==> src/rtl/fetch_sequencer.sv <==
// ---------------------------------------------------------------------------
// fetch_sequencer
//
// Owns the architectural PC and sequences instruction fetches through a
// single-outstanding req/ack memory handshake. One fetched instruction is
// buffered and offered to decode with a valid/stall handshake. Redirects from
// the next-PC logic overwrite the PC and guarantee that no instruction fetched
// before the redirect is ever presented to decode.
//
// Optional feature (compile-time macro FETCH_TIMEOUT_EN):
//   When defined, a 16-bit wait counter raises a sticky o_fetch_err once a
//   request has gone TIMEOUT cycles without an acknowledge. When undefined,
//   o_fetch_err is tied to 0.
//
// Parameters:
//   RESET_PC  PC loaded on reset (word aligned)
//   TIMEOUT   un-acked request cycles before o_fetch_err (FETCH_TIMEOUT_EN only)
//
// Ports:
//   i_clk             clock, all state updates on the rising edge
//   i_rst_n           asynchronous active-low reset
//   o_imem_req        fetch request (registered)
//   o_imem_addr       fetch address (word aligned)
//   i_imem_ack        memory completes the current request this cycle
//   i_imem_rdata      instruction word, valid with i_imem_ack
//   o_inst_valid      buffered instruction available to decode
//   o_inst            buffered instruction word
//   o_inst_pc         address of the buffered instruction
//   i_stall           decode cannot accept this cycle
//   i_redirect_valid  one-cycle redirect request
//   i_redirect_pc     redirect target (bits [1:0] forced to 0)
//   o_fetch_err       sticky fetch timeout flag
// ---------------------------------------------------------------------------
module fetch_sequencer #(
    parameter logic [31:0] RESET_PC = 32'hBFC0_0000,
    parameter int unsigned TIMEOUT  = 16
) (
    input  logic        i_clk,
    input  logic        i_rst_n,
    output logic        o_imem_req,
    output logic [31:0] o_imem_addr,
    input  logic        i_imem_ack,
    input  logic [31:0] i_imem_rdata,
    output logic        o_inst_valid,
    output logic [31:0] o_inst,
    output logic [31:0] o_inst_pc,
    input  logic        i_stall,
    input  logic        i_redirect_valid,
    input  logic [31:0] i_redirect_pc,
    output logic        o_fetch_err
);

    // Elaboration-time parameter sanity checks.
    if (RESET_PC[1:0] != 2'b00) begin : g_bad_reset_pc
        $error("fetch_sequencer: RESET_PC must be word aligned");
    end
    if (TIMEOUT == 0 || TIMEOUT > 65535) begin : g_bad_timeout
        $error("fetch_sequencer: TIMEOUT must be in 1..65535");
    end

    typedef enum logic [1:0] {
        S_IDLE  = 2'd0,
        S_REQ   = 2'd1,
        S_VALID = 2'd2,
        S_DRAIN = 2'd3
    } state_t;

    state_t      r_state;
    logic [31:0] r_pc;
    logic [31:0] r_drain_addr;
    logic        r_req;
    logic        r_valid;
    logic [31:0] r_inst;
    logic [31:0] r_inst_pc;

    logic [31:0] w_redirect_pc;
    logic [31:0] w_pc_inc;

    assign w_redirect_pc = i_redirect_pc & ~32'h0000_0003;
    assign w_pc_inc      = r_pc + 32'd4;   // natural 32-bit wrap: FFFF_FFFC -> 0

    // While draining, the PC already holds the newer redirect target, but the
    // memory still owns the old un-acked request; the address it was issued
    // with is kept stable on the bus until that ack arrives.
    assign o_imem_addr  = (r_state == S_DRAIN) ? r_drain_addr : r_pc;
    assign o_imem_req   = r_req;
    assign o_inst_valid = r_valid;
    assign o_inst       = r_inst;
    assign o_inst_pc    = r_inst_pc;

    always_ff @(posedge i_clk or negedge i_rst_n) begin
        if (!i_rst_n) begin
            r_state      <= S_IDLE;
            r_pc         <= RESET_PC;
            r_drain_addr <= RESET_PC;
            r_req        <= 1'b0;
            r_valid      <= 1'b0;
            r_inst       <= 32'd0;
            r_inst_pc    <= 32'd0;
        end else begin
            case (r_state)
                S_IDLE: begin
                    r_req   <= 1'b1;
                    r_state <= S_REQ;
                    if (i_redirect_valid) begin
                        r_pc <= w_redirect_pc;
                    end
                end

                S_REQ: begin
                    if (i_redirect_valid) begin
                        r_pc  <= w_redirect_pc;
                        r_req <= 1'b1;
                        if (i_imem_ack) begin
                            // Acked data belongs to the old path: drop it and
                            // issue the new address straight away.
                            r_state <= S_REQ;
                        end else begin
                            // Request cannot be withdrawn; remember its address
                            // and wait for the ack before moving on.
                            r_drain_addr <= r_pc;
                            r_state      <= S_DRAIN;
                        end
                    end else if (i_imem_ack) begin
                        r_inst    <= i_imem_rdata;
                        r_inst_pc <= r_pc;
                        r_pc      <= w_pc_inc;
                        r_valid   <= 1'b1;
                        r_req     <= 1'b0;
                        r_state   <= S_VALID;
                    end
                end

                S_VALID: begin
                    if (i_redirect_valid) begin
                        // Buffered instruction is killed, never accepted.
                        r_pc    <= w_redirect_pc;
                        r_valid <= 1'b0;
                        r_req   <= 1'b1;
                        r_state <= S_REQ;
                    end else if (!i_stall) begin
                        r_valid <= 1'b0;
                        r_req   <= 1'b1;
                        r_state <= S_REQ;
                    end
                end

                S_DRAIN: begin
                    if (i_redirect_valid) begin
                        r_pc <= w_redirect_pc;
                    end
                    if (i_imem_ack) begin
                        // Discarded data; r_req stays high for the new target.
                        r_state <= S_REQ;
                    end
                end

                default: begin
                    r_state <= S_IDLE;
                    r_req   <= 1'b0;
                    r_valid <= 1'b0;
                end
            endcase
        end
    end

`ifdef FETCH_TIMEOUT_EN
    localparam logic [15:0] TIMEOUT_CNT = 16'(TIMEOUT);

    logic [15:0] r_wait_cnt;
    logic        r_fetch_err;
    logic [15:0] w_wait_cnt_next;

    // Counts consecutive cycles of an outstanding, un-acked request.
    always_comb begin
        w_wait_cnt_next = 16'd0;
        if (r_req && !i_imem_ack) begin
            w_wait_cnt_next = (r_wait_cnt == 16'hFFFF) ? r_wait_cnt : r_wait_cnt + 16'd1;
        end
    end

    always_ff @(posedge i_clk or negedge i_rst_n) begin
        if (!i_rst_n) begin
            r_wait_cnt  <= 16'd0;
            r_fetch_err <= 1'b0;
        end else begin
            r_wait_cnt <= w_wait_cnt_next;
            if (w_wait_cnt_next >= TIMEOUT_CNT) begin
                r_fetch_err <= 1'b1;
            end
        end
    end

    assign o_fetch_err = r_fetch_err;
`else
    assign o_fetch_err = 1'b0;
`endif

endmodule

==> config.mk <==
export PLATFORM = sky130hd
export DESIGN_NAME = fetch_sequencer
export DESIGN_NICKNAME = d
export VERILOG_FILES = /design/src/rtl/fetch_sequencer.sv
export SDC_FILE = /design/constraint.sdc
export NUM_CORES = 1
export LEC_CHECK = 0
export BUFFER_PORTS_ARGS = -buffer_cell sky130_fd_sc_hd__buf_2
export CAP_MARGIN = 20
export CORE_ASPECT_RATIO = 1.25
export CORE_MARGIN = 8
export CORE_UTILIZATION = 30
export DETAILED_ROUTE_END_ITERATION = 8
export SETUP_SLACK_MARGIN = 0.2
export SLEW_MARGIN = 20
export SYNTH_ARGS = -nofsm -noshare
export SYNTH_HDL_FRONTEND = slang
export SYNTH_SLANG_ARGS = --single-unit
==> constraint.sdc <==
create_clock -name i_clk -period 3.8 [get_ports i_clk]
set_input_delay 0.38 -clock i_clk [delete_from_list [all_inputs] [get_ports i_clk]]
set_output_delay 0.38 -clock i_clk [all_outputs]
set_load 0.02 [all_outputs]
==> out/qor.yml <==
die:
  die_area_um2: 24500
  io-pin-count: 168
  die_h_um: 173
  fp.coreArea_um2: 19400
  die_w_um: 142
  initial_core_util: 0.305
  row_count: 57
timing:
  tightest_slew_ns: 0.939
  tns_ns: 0
  hold_viol: 0
  setup-violations-final: 0
  fin_crit_ns: 2.39
  skew_ns: 0.00762
  max_freq_ghz: 0.419
  rsz0062_at_grt: "no"
  slew_viol_final: 0
  holdWs_ns: 0.0384
  relSlewSlack: 0.372
  fin_crit_sh: 0.628
cts:
  cts.clk_slew.worst_paths_ns: 0.06
  cts_resized: 0
  htree_levels: 4
  cts_tree: "built"
  clkSinkCount: 126
  postCtsSetupBuffers: 0
  cts_buffers: 17
  clkLatencyLatePin_ns: 0.41
  cts_buffer_depth: 2
  cts_hold_buffers: 0
  cts-root-buf: "clkbuf_16"
critical_path:
  cp-end-kind: "flip-flop"
  crit_family: "simple AND/OR/NAND/NOR gates"
  criticalPathCategory: "reg -> reg"
  path_cells: "and3b_1, buf_4, nand3_2, or4_1, a31oi_1"
  arrival_ns: 2.73
  cp.required_ns: 4.14
  crit_slowest_cell: "and3b_1"
  startpoint_type: "flip-flop"
  path_buf_inv: 1
  cp_slowest_stage_delay_ns: 0.69
  cp_max_fo: 14
power_and_ir_drop:
  peakVddDrop_mv: 0.266
  p_per_area_nw_per_um2: 635
  p_leak_nw: 3.24
yosys:
  syn_area_per_cell_um2: 12.6
  synth_top_flop_cell: "dfrtp_1"
  synth_area_leaders: "dfrtp_1 46%, mux2_2 22%, dfstp_2 8.0%"
  yosys.cell_types.count: 53
  synthCells: 469
  synth_top_cell_by_area: "dfrtp_1"
  synth_seq_cells: 126
  seq_area_frac_synth: 0.537
  yosysWarnings: 0
  synth.top_cell.area_share: 0.457
  synth_edf_count: 0
  ys_async_sr_fraction: 1.00
  synthesis.area_um2: 5910
drt:
  drc: 0
  via_per_inst: 4.77
  drt_iter0_markers: 221
  wl_per_cell_um: 17.5
  routed_wirelength_um: 15900
  drtPass1Iterations: 4
  vias: 4315
  drtAntennaViolNets: 0
flow_run:
  maxCapViolations: 0
placed_design:
  hpwl_um: 11200
  portBuffers: 160
  gp_congestion: 0.749
global_routing:
  grt_pass1_wl_um: 25200
  grt_usage: 0.132
  grt_pass1_vias: 4483
  antenna_found_initial: 2
  grt_overflow: 0
  grt_max_degree: 88
finish:
  n_antenna_cell: 0
  mostFrequentLayoutCells: "159 x buf_2, 118 x mux2_2, 108 x dfrtp_1"
  num-fill-cells: 1950
  syn_to_final_growth_pct: 26.4
  layout.nets: 697
  layout_commonest_cell: "buf_2"
  layout-drive-gt1-share: 0.542
  final_core_util: 0.385
hold_path:
  hp-class: "in -> async"
status:
  outcome: "complete, no violations"
[cell usage after synthesis (all sizes together) (4+ instances only)]
library cell	instances
nand2	30
dfrtp	108
o21ai	22
o31ai	12
or4	13
and3	4
clkbuf	8
and2	4
inv	7
dfstp	18
mux2	118
buf	25
xor2	7
a31oi	14
nand4	16
xnor2	4
nand3	9
nor2	17
and4	6
[worst reg2reg max path, stage by stage (launching register included)]
cell     delay, ns
dfrtp_1       0.43
and3b_1       0.69
buf_4         0.29
nand3_2       0.21
or4_1         0.53
a31oi_1       0.17
[final cells by class]
| cell class | count | area [um2] | area share |
|---|---|---|---|
| clock buffer | 23 | 488 | 0.0653 |
| multi-input combinational | 306 | 2520 | 0.337 |
| inverter | 7 | 26.3 | 0.00352 |
| sequential | 126 | 3180 | 0.425 |
| clock inverter | 9 | 61.3 | 0.00820 |
| timing repair buffer | 169 | 875 | 0.117 |
| tap | 265 | 332 | 0.0444 |
[logic make-up (layout without fill, tap and decap cells)]
kind of cell / after synthesis / count (layout) / share of synthesized area
compound gates: 58 / 58 / 0.0616
xor+xnor: 11 / 11 / 0.0163
fa+ha+maj: 1 / 1 / 0.00212
buf+inv: 41 / 208 / 0.0409
flops: 126 / 126 / 0.537
mux: 119 / 119 / 0.227
other cells: 1 / 5 / 0.000634
simple gates: 112 / 112 / 0.115
[power breakdown]
group	leakage [nW]	switching [mW]	total (mW)	internal (mW)
clock network	0.257	0.603	1.50	0.900
logic	1.52	0.755	1.33	0.572
registers	1.46	0.200	1.91	1.71
total	3.24	1.56	4.74	3.19
[registers in the layout, summed over array words and instances (netlist names)]
name          flops
o_inst_valid      1
r_state           2
o_imem_req        1
o_inst           32
r_drain_addr     30
o_inst_pc        30
r_pc             30
[routing by layer]
metal	global-route usage	share of wire
met1	0.153	0.41
met2	0.218	0.50
met3	0.0452	0.063
met4	0.0579	0.021
met5	0	0.0014
[stage by stage]
stage	power, mW	worst slack (ns)	cell area (um2)	cells
final	4.74	1.41	7470	905
after global routing	5.00	1.26	7470	905
after floorplan	2.80	2.01	5930	473
after global placement	3.27	1.43	6920	873
after detailed placement	3.30	1.40	6920	873
after CTS	4.83	1.37	7470	905
[path summary, 6_finish.rpt]
path / to / slack, ns / cells after the start / start
setup reg to reg: r_pc[27] / 1.41 / 5 / r_state[1]
hold / removal: o_inst_pc[11] / 0.04 / 1 / i_rst_n
hold reg to reg: o_inst_pc[23] / 0.48 / 2 / o_inst_pc[23]
setup / recovery: r_pc[27] / 1.41 / 5 / r_state[1]
min in group i_clk: r_pc[2] / 0.17 / 3 / i_redirect_pc[2]
max in group asynchronous: r_drain_addr[31] / 2.92 / 2 / i_rst_n
No activity file was read; power rests on OpenSTA's default activity.
